**src/rtl/alu_seq.sv**
```systemverilog
`default_nettype none
// ============================================================================
// Module   : alu_seq
// Brief    : Registered 16-op ALU with valid/ready handshake and a signed
//            shift-add multiplier. Optional flags: define ALU_SEQ_FLAGS_EN.
// Revision : 1.0 - initial release
// ============================================================================
module alu_seq #(
    parameter int WIDTH = 4,
    parameter int SEL_W = 4
) (
    input  logic                 clk,
    input  logic                 rst,
    input  logic                 in_valid,
    output logic                 in_ready,
    input  logic [WIDTH-1:0]     a,
    input  logic [WIDTH-1:0]     b,
    input  logic [SEL_W-1:0]     sel,
    output logic                 out_valid,
    input  logic                 out_ready,
    output logic [2*WIDTH-1:0]   y_a,
    output logic [WIDTH-1:0]     y_l
`ifdef ALU_SEQ_FLAGS_EN
    ,
    output logic                 flag_z,
    output logic                 flag_n,
    output logic                 flag_v
`endif
);

    localparam int                c_W2       = 2 * WIDTH;
    localparam int                c_CW       = (WIDTH > 1) ? $clog2(WIDTH) : 1;
    localparam logic [c_CW-1:0]   c_CNT_LAST = c_CW'(WIDTH - 1);
    localparam logic [c_CW-1:0]   c_CNT_ONE  = c_CW'(1);
    localparam logic [WIDTH-1:0]  c_ONE_W    = WIDTH'(1);
    localparam logic [c_W2-1:0]   c_ONE_2W   = c_W2'(1);
    localparam logic [SEL_W-1:0]  c_SEL_MUL  = SEL_W'(5);

    localparam logic [1:0] S_IDLE = 2'd0;
    localparam logic [1:0] S_MUL  = 2'd1;
    localparam logic [1:0] S_DONE = 2'd2;

    logic [1:0]       r_state;
    logic [1:0]       w_next;
    logic [c_W2-1:0]  r_mcand;
    logic [WIDTH-1:0] r_mplier;
    logic [c_W2-1:0]  r_acc;
    logic [c_CW-1:0]  r_cnt;
    logic             r_neg;

    logic [c_W2-1:0]  w_ax;
    logic [c_W2-1:0]  w_bx;
    logic [WIDTH-1:0] w_amag;
    logic [WIDTH-1:0] w_bmag;
    logic [31:0]      w_shamt;
    logic [WIDTH-1:0] w_rol;
    logic [c_W2-1:0]  w_alu_a;
    logic [WIDTH-1:0] w_alu_l;
    logic [c_W2-1:0]  w_acc_nxt;
    logic [c_W2-1:0]  w_prod;
    logic [c_W2-1:0]  w_res_a;
    logic [WIDTH-1:0] w_res_l;
    logic             w_load;

    assign w_ax     = {{WIDTH{a[WIDTH-1]}}, a};
    assign w_bx     = {{WIDTH{b[WIDTH-1]}}, b};
    // Magnitudes are unsigned, so -2^(WIDTH-1) maps to 2^(WIDTH-1) without loss.
    assign w_amag   = a[WIDTH-1] ? (~a + c_ONE_W) : a;
    assign w_bmag   = b[WIDTH-1] ? (~b + c_ONE_W) : b;
    assign w_shamt  = 32'(b) % WIDTH;
    assign w_rol    = (a << w_shamt) | (a >> (WIDTH - w_shamt));

    assign w_acc_nxt = r_mplier[0] ? (r_acc + r_mcand) : r_acc;
    assign w_prod    = r_neg ? (~w_acc_nxt + c_ONE_2W) : w_acc_nxt;

    assign in_ready  = (r_state == S_IDLE);
    assign out_valid = (r_state == S_DONE);

    always_comb begin
        w_alu_a = '0;
        w_alu_l = '0;
        case (sel)
            4'd0:  w_alu_a = w_ax + w_bx;
            4'd1:  w_alu_a = w_ax - w_bx;
            4'd2:  w_alu_a = w_ax + c_ONE_2W;
            4'd3:  w_alu_a = w_ax - c_ONE_2W;
            4'd4:  w_alu_a = ~w_ax + c_ONE_2W;
            4'd6:  w_alu_a = a[WIDTH-1] ? (~w_ax + c_ONE_2W) : w_ax;
            4'd7: begin
                if ($signed(a) < $signed(b)) w_alu_a = '1;
                else if (a != b)             w_alu_a = c_ONE_2W;
            end
            4'd8:  w_alu_l = a & b;
            4'd9:  w_alu_l = a | b;
            4'd10: w_alu_l = a ^ b;
            4'd11: w_alu_l = ~a;
            4'd12: w_alu_l = ~(a & b);
            4'd13: w_alu_l = ~(a | b);
            4'd14: w_alu_l = ~(a ^ b);
            4'd15: w_alu_l = w_rol;
            default: begin
                w_alu_a = '0;
                w_alu_l = '0;
            end
        endcase
    end

    // Result registers load either from the single-cycle ALU or the finished product.
    always_comb begin
        w_res_a = w_alu_a;
        w_res_l = w_alu_l;
        w_load  = 1'b0;
        if (r_state == S_MUL) begin
            w_res_a = w_prod;
            w_res_l = '0;
            w_load  = (r_cnt == c_CNT_LAST);
        end else if (r_state == S_IDLE) begin
            w_load  = in_valid && (sel != c_SEL_MUL);
        end
    end

`ifdef ALU_SEQ_FLAGS_EN
    logic           w_res_logic;
    logic [WIDTH:0] w_hi;
    logic           w_fz;
    logic           w_fn;
    logic           w_fv;

    assign w_res_logic = (r_state == S_MUL) ? 1'b0 : sel[3];
    assign w_hi        = w_res_a[c_W2-1:WIDTH-1];
    assign w_fz        = w_res_logic ? ~(|w_res_l) : ~(|w_res_a);
    assign w_fn        = w_res_logic ? w_res_l[WIDTH-1] : w_res_a[c_W2-1];
    assign w_fv        = ~w_res_logic & ~((&w_hi) | ~(|w_hi));
`endif

    always_comb begin
        w_next = r_state;
        case (r_state)
            S_IDLE: if (in_valid) w_next = (sel == c_SEL_MUL) ? S_MUL : S_DONE;
            S_MUL:  if (r_cnt == c_CNT_LAST) w_next = S_DONE;
            S_DONE: if (out_ready) w_next = S_IDLE;
            default: w_next = S_IDLE;
        endcase
    end

    always_ff @(posedge clk) begin
        if (rst) begin
            r_state  <= S_IDLE;
            r_mcand  <= '0;
            r_mplier <= '0;
            r_acc    <= '0;
            r_cnt    <= '0;
            r_neg    <= 1'b0;
            y_a      <= '0;
            y_l      <= '0;
`ifdef ALU_SEQ_FLAGS_EN
            flag_z   <= 1'b0;
            flag_n   <= 1'b0;
            flag_v   <= 1'b0;
`endif
        end else begin
            r_state <= w_next;
            if (r_state == S_IDLE && in_valid && sel == c_SEL_MUL) begin
                r_mcand  <= {{WIDTH{1'b0}}, w_amag};
                r_mplier <= w_bmag;
                r_acc    <= '0;
                r_cnt    <= '0;
                r_neg    <= a[WIDTH-1] ^ b[WIDTH-1];
            end else if (r_state == S_MUL) begin
                r_acc    <= w_acc_nxt;
                r_mcand  <= r_mcand << 1;
                r_mplier <= r_mplier >> 1;
                r_cnt    <= r_cnt + c_CNT_ONE;
            end
            if (w_load) begin
                y_a    <= w_res_a;
                y_l    <= w_res_l;
`ifdef ALU_SEQ_FLAGS_EN
                flag_z <= w_fz;
                flag_n <= w_fn;
                flag_v <= w_fv;
`endif
            end
        end
    end

endmodule
`default_nettype wire

```
**config.mk**
```make
export PLATFORM = sky130hd
export DESIGN_NAME = alu_seq
export DESIGN_NICKNAME = d
export VERILOG_FILES = /design/src/rtl/alu_seq.sv
export SDC_FILE = /design/constraint.sdc
export NUM_CORES = 1
export LEC_CHECK = 0
export CELL_PAD_IN_SITES_DETAIL_PLACEMENT = 2
export CELL_PAD_IN_SITES_GLOBAL_PLACEMENT = 2
export CORE_ASPECT_RATIO = 0.5
export CORE_MARGIN = 5
export CORE_UTILIZATION = 39
export CTS_BUF_LIST = sky130_fd_sc_hd__clkbuf_8
export DETAILED_ROUTE_END_ITERATION = 12
export PLACE_DENSITY = 0.95
export SYNTH_ARGS = -nofsm -noshare
export SYNTH_HDL_FRONTEND = slang
export SYNTH_SLANG_ARGS = --single-unit
export TNS_END_PERCENT = 5
```
**constraint.sdc**
```tcl
create_clock -name clk -period 5.3 [get_ports clk]
set_input_delay 1.06 -clock clk [delete_from_list [all_inputs] [get_ports clk]]
set_output_delay 1.06 -clock clk [all_outputs]
set_load 0.02 [all_outputs]
```
==> After elaboration in Yosys (flattened, before gate mapping) <==
Index checks and enable logic that the tools add are counted.
{ "classes": {"bitwise_logic": 12, "n_shift": 2, "add_sub_neg": 11, "eq_ne": 23, "muxes": 22, "n_div": 0, "n_reduce_logical": 8, "magnitude_cmp": 1, "multipliers": 0} }
{ "ops": {"columns": ["operator", "n"], "rows": [
  ["one-hot mux 8 bit (7 select lines)", 1],
  ["2-to-1 mux 8 bit", 5],
  ["== test 4 bit, second input constant", 8],
  ["one-hot mux 4 bit (8 select lines)", 1],
  ["right shift 4 x 32 -> 4 bit", 1],
  ["2-to-1 mux 4 bit", 7],
  ["NOT 4 bit", 5],
  ["adder 8 x 1 -> 8 bit, second input constant", 2],
  ["== test 4 x 3 -> 1 bit, second input constant", 4],
  ["NOT 8 bit", 2],
  ["adder 4 x 1 -> 4 bit, second input constant", 2],
  ["adder 8 bit", 1],
  ["== test 4 x 2 -> 1 bit, second input constant", 2],
  ["2-to-1 mux 2 bit", 4],
  ["OR 4 bit", 2],
  ["one-hot mux 2 bit (3 select lines)", 1],
  ["adder 4 x 2 -> 5 bit, second input constant", 1],
  ["adder 4 x 4 -> 5 bit", 1],
  ["subtractor 4 x 2 -> 5 bit, second input constant", 1],
  ["subtractor 4 x 4 -> 5 bit", 1],
  ["AND 4 bit", 1],
  ["== test 2 bit, second input constant", 2],
  ["== test 4 x 1 -> 1 bit, second input constant", 1],
  ["logical NOT 4 bit", 1],
  ["other kinds (17)", 22]
]} }
{ "totals": {"rom_bits": 0, "regBits": 37, "mem_count": 0, "ram_bits": 0, "latch_bits": 0, "out_inout_bits": 14, "input_bits": 16, "wordCells": 88} }

==> Depth between registers and ports, before layout <==
{ "logic_depth": {"word_depth": 6, "depth_mapped": 11} }

==> Least setup slack after synthesis <==
OpenSTA, ideal clock, no wires.
{ "synth_path": {"path_type": "input port to flip-flop", "start": "input a[2]", "end": "register y_a[7]", "setup_slack_ps": 2148, "setup_ps": 127, "path_stages": 10, "t_arrival_ps": 3025, "t_required_ps": 5173, "path_cell_list": "clkbuf_1 -> inv_1 -> ha_1 -> inv_2 -> a2111oi_0 -> o31a_1 -> nor3_2 -> o211a_1 -> nor2_1 -> or3b_1"} }
{ "synth_between": {"elab_chain_len": 5, "elab_cells_between_ends": 11} }
{ "synth_rtl": {"columns": ["element", "line", "rtl"], "rows": [
  ["from (decl)", "16", "input logic [WIDTH-1:0] a,"],
  ["NOT 8 bit", "87, 88", null],
  ["adder 8 x 1 -> 8 bit", "87, 88", null],
  ["2-to-1 mux 8 bit", "88", "4'd6: w_alu_a = a[WIDTH-1] ? (~w_ax + c_ONE_2W) : w_ax;"],
  ["one-hot mux 8 bit (7 select lines) (*)", "82", "case (sel)"],
  ["2-to-1 mux 8 bit (*)", "113", "if (r_state == S_MUL) begin"],
  ["to (signal assigned)", "176", "y_a <= w_res_a;"],
  ["to (decl)", "21", "output logic [2*WIDTH-1:0] y_a,"]
]} }
Every way passes the cells marked *; elsewhere a longest branch is shown, timed or not.
A chain may end at the register's enable or synchronous reset.

==> Final worst setup path <==
{ "layout_path": {"start": "input b[0]", "end": "register y_a[7]"} }
{ "layout_between": {"elab_chain_len": 4, "elab_cells_between_ends": 6} }
{ "layout_rtl": {"columns": ["element", "line", "rtl"], "rows": [
  ["from (decl)", "17", "input logic [WIDTH-1:0] b,"],
  ["< comparator 4 bit", "90", "if ($signed(a) < $signed(b)) w_alu_a = '1;"],
  ["2-to-1 mux 8 bit", "90", null],
  ["one-hot mux 8 bit (7 select lines) (*)", "82", null],
  ["2-to-1 mux 8 bit (*)", "113", null]
]} }
Marked as above.

==> impl_metrics.csv <==
group,metric,value,unit
final_layout,n_antenna_cell,0,
route,via_per_inst,6.471,
synthesis,ys_types,72,
timing,min_period,4050,ps
route,vias,3695,
synthesis,syn_area,3443,um^2
die,coreArea,8648,um^2
worst_setup_path,startpoint,"b[0]",
pwr,vdd_drop_max,0.09016,mV
synthesis,yosys_warnings,0,
synthesis,ys.flop_type,"dfxtp_1",
global_route,antenna_found_initial,0,
global_route,grt_start_max_net_pins,32,
synthesis,async_flop_share,0,%
cts,path_clk_slew,90,ps
cts,htreeDepth,2,
route,finalWirelength,14.89,mm
outcome,status,"finished, final reports clean",
worst_setup_path,cp-end-kind,"flip-flop",
worst_setup_path,slowest_stage,"clkdlybuf4s50_1",
cts,cts_hold_buf,0,
synthesis,synth_edf_count,0,
timing,max_freq,246.9,MHz
synthesis,synth_top_area_share,21.51,%
timing,finalHoldViolations,0,
timing,slew_headroom,46.56,%
worst_setup_path,path_delay_family,"compound AO/OA/AOI/OAI gates",
run,maxCapViolations,0,
global_route,overflow,0,
route,drc_errors,0,
cts,cts_made_buffers,5,
timing,final_max_slew_viol_count,0,
die,io_pins,30,
die,die_y,76.44,um
die,fp-row-count,24,
worst_setup_path,startpoint_type,"input pin",
die,die_w,142.9,um
placed_design,hpwl,10.08,mm
timing,rsz0062_at_grt,"no",
pwr,total_power,0.0008430,W
synthesis,synthTopCellsByCount,"53 x nor2_1, 41 x nand2_1, 37 x dfxtp_1, 33 x a21oi_1, 31 x ha_1",
min_path,hold_start,"y_l[2]",
worst_setup_path,cp.arrival,4310,ps
cts,clock-root-buffer,"clkbuf_8",
route,ant_nets,0,
global_route,grt_pass1_vias,4008,
placed_design,gp_congestion,0.8577,
worst_setup_path,rr_startpoint,"r_acc[0]",
route,dr.first_iter.drc_count,287,
synthesis,synth_seq_area_share,21.51,%
pwr,p_leak,1.461,nW
final_layout,drive_above_1_share,7.709,%
synthesis,yosysTopAreaCell,"dfxtp_1",
final_layout,nets,503,
route,wire_per_inst,26.08,um
worst_setup_path,r2r_setup_slack,2230,ps
synthesis,syn_nets,492,
timing,fin_skew,11.93,ps
pwr,power_density,214.7,nW/um^2
timing,period_share,76.41,%
final_layout,syn_to_final_growth,14.03,%
worst_setup_path,required,5560,ps
cts,cts_resized,0,
synthesis,postSynthCellCount,442,
cts,cts_setup_buffers,0,
worst_setup_path,crit_chain,"clkdlybuf4s50_1 -> ha_1 -> fa_1 -> a2111oi_0 -> a21oi_1 -> o21ai_0 -> nor3_2 -> o211a_1 -> nor2_1 -> or3b_1",
placed_design,place.port_buffers,29,
worst_setup_path,worst-path-buf-inv,1,
die,die-area,10920,um^2
worst_setup_path,crit_fanout,14,
timing,fin_tns_setup,0,ps
timing,setup_viol,0,
synthesis,ys_ff_latch,37,
global_route,grt_usage,27.55,%
min_path,hp-class,"flip-flop to flip-flop",
global_route,grt_pass1_wl,23.76,mm
synthesis,syn_avg_cell_area,7.790,um^2
cts,ctsLongestPathBuffers,2,
route,firstDrtPassIters,5,
timing,worstMarginPinSlew,801.7,ps
synthesis,yosysMostFrequentCell,"nor2_1",
cts,worstSkewPairLatency,310,ps
die,initial_core_util,39.81,%
cts,cts_tree,"done",
worst_setup_path,slowest_delay,720,ps
final_layout,final_core_util,45.40,%
synthesis,synth_area_leaders,"dfxtp_1 22%, ha_1 11%, nor2_1 5.8%",
worst_setup_path,path_class,"input pin to flip-flop",
cts,cts_num_sinks,37,
[final cells by class]
type,count,area [um^2]
multi-input cells,355,2487
inverters,17,63.81
clock buffers,5,68.82
clock inverters,3,68.82
flip-flops and latches,37,740.7
repair buffers,37,350.3
fillers,968,4722
well taps,117,146.4
[worst reg2reg max path: stages, from the launching register on]
cell,delay (ps)
dfxtp_1,370
ha_1,250
fa_1,430
xor2_1,210
mux2i_1,480
o21ai_1,230
nand4bb_1,340
a31oi_1,260
or3b_1,390
[routing by layer]
layer / vias to the layer above / wire length [um] / track usage (%)
li1: 1627 / - / -
met1: 1879 / 6329 / 34.23
met5: - / 0 / 0
met2: 140 / 7280 / 46.82
met3: 49 / 761 / 5.580
met4: 0 / 520 / 10.34
[through the flow]
| stage | hold WS (ps) | cell area (um^2) | std cells | setup slack (ps) |
|---|---|---|---|---|
| 6_report | 479.9 | 3926 | 571 | 1250 |
| 3_3_place_gp | 442.5 | 3789 | 563 | 1318 |
| 4_1_cts | 481.5 | 3926 | 571 | 1278 |
| 3_5_place_dp | 454.9 | 3789 | 563 | 1102 |
| 2_1_floorplan | 440.0 | 3443 | 442 | 2148 |
| 5_1_grt | 498.2 | 3926 | 571 | 1131 |
[kinds of logic after synthesis]
group | after synthesis | synth area share (%)
and+or+nand+nor | 151 | 21.15
AOI/OAI and AO/OA | 132 | 27.36
buffers and inverters | 50 | 6.323
DFF | 37 | 21.51
adders and majority gates | 34 | 13.01
xor gates and xnor gates | 24 | 6.105
muxes | 14 | 4.542
[layout by cell type (no fill, tap or decap), drive strengths merged, types with 6 or more instances in the layout]
cell type,count
xnor2,18
inv,18
o21ai,18
buf,8
clkdlybuf4s50,29
a211oi,14
nand2,41
mux2i,11
a22oi,8
dfxtp,37
xor2,6
nand2b,8
nor2,53
ha,31
nor3,13
o211ai,6
a21oi,33
[report_power, final]
group / switching, W / internal [W] / leakage, nW
logic: 0.000146 / 0.0000867 / 1.09
clock network: 0.000125 / 0.000190 / 0.0687
registers: 0.00000984 / 0.000286 / 0.300
[flip-flops by register name, summed over array words and instances (netlist names)]
signal and cells:
r_cnt 2, r_mcand 8, r_state 2, r_neg 1, r_acc 8, y_l 4, r_mplier 4, y_a 8
[final timing paths]
check,to,cells after the start
setup / recovery,y_a[7],10
hold / removal,y_l[2],2
setup reg to reg,y_a[7],8
hold reg to reg,y_l[2],2
(Power assumes the default switching activity.)
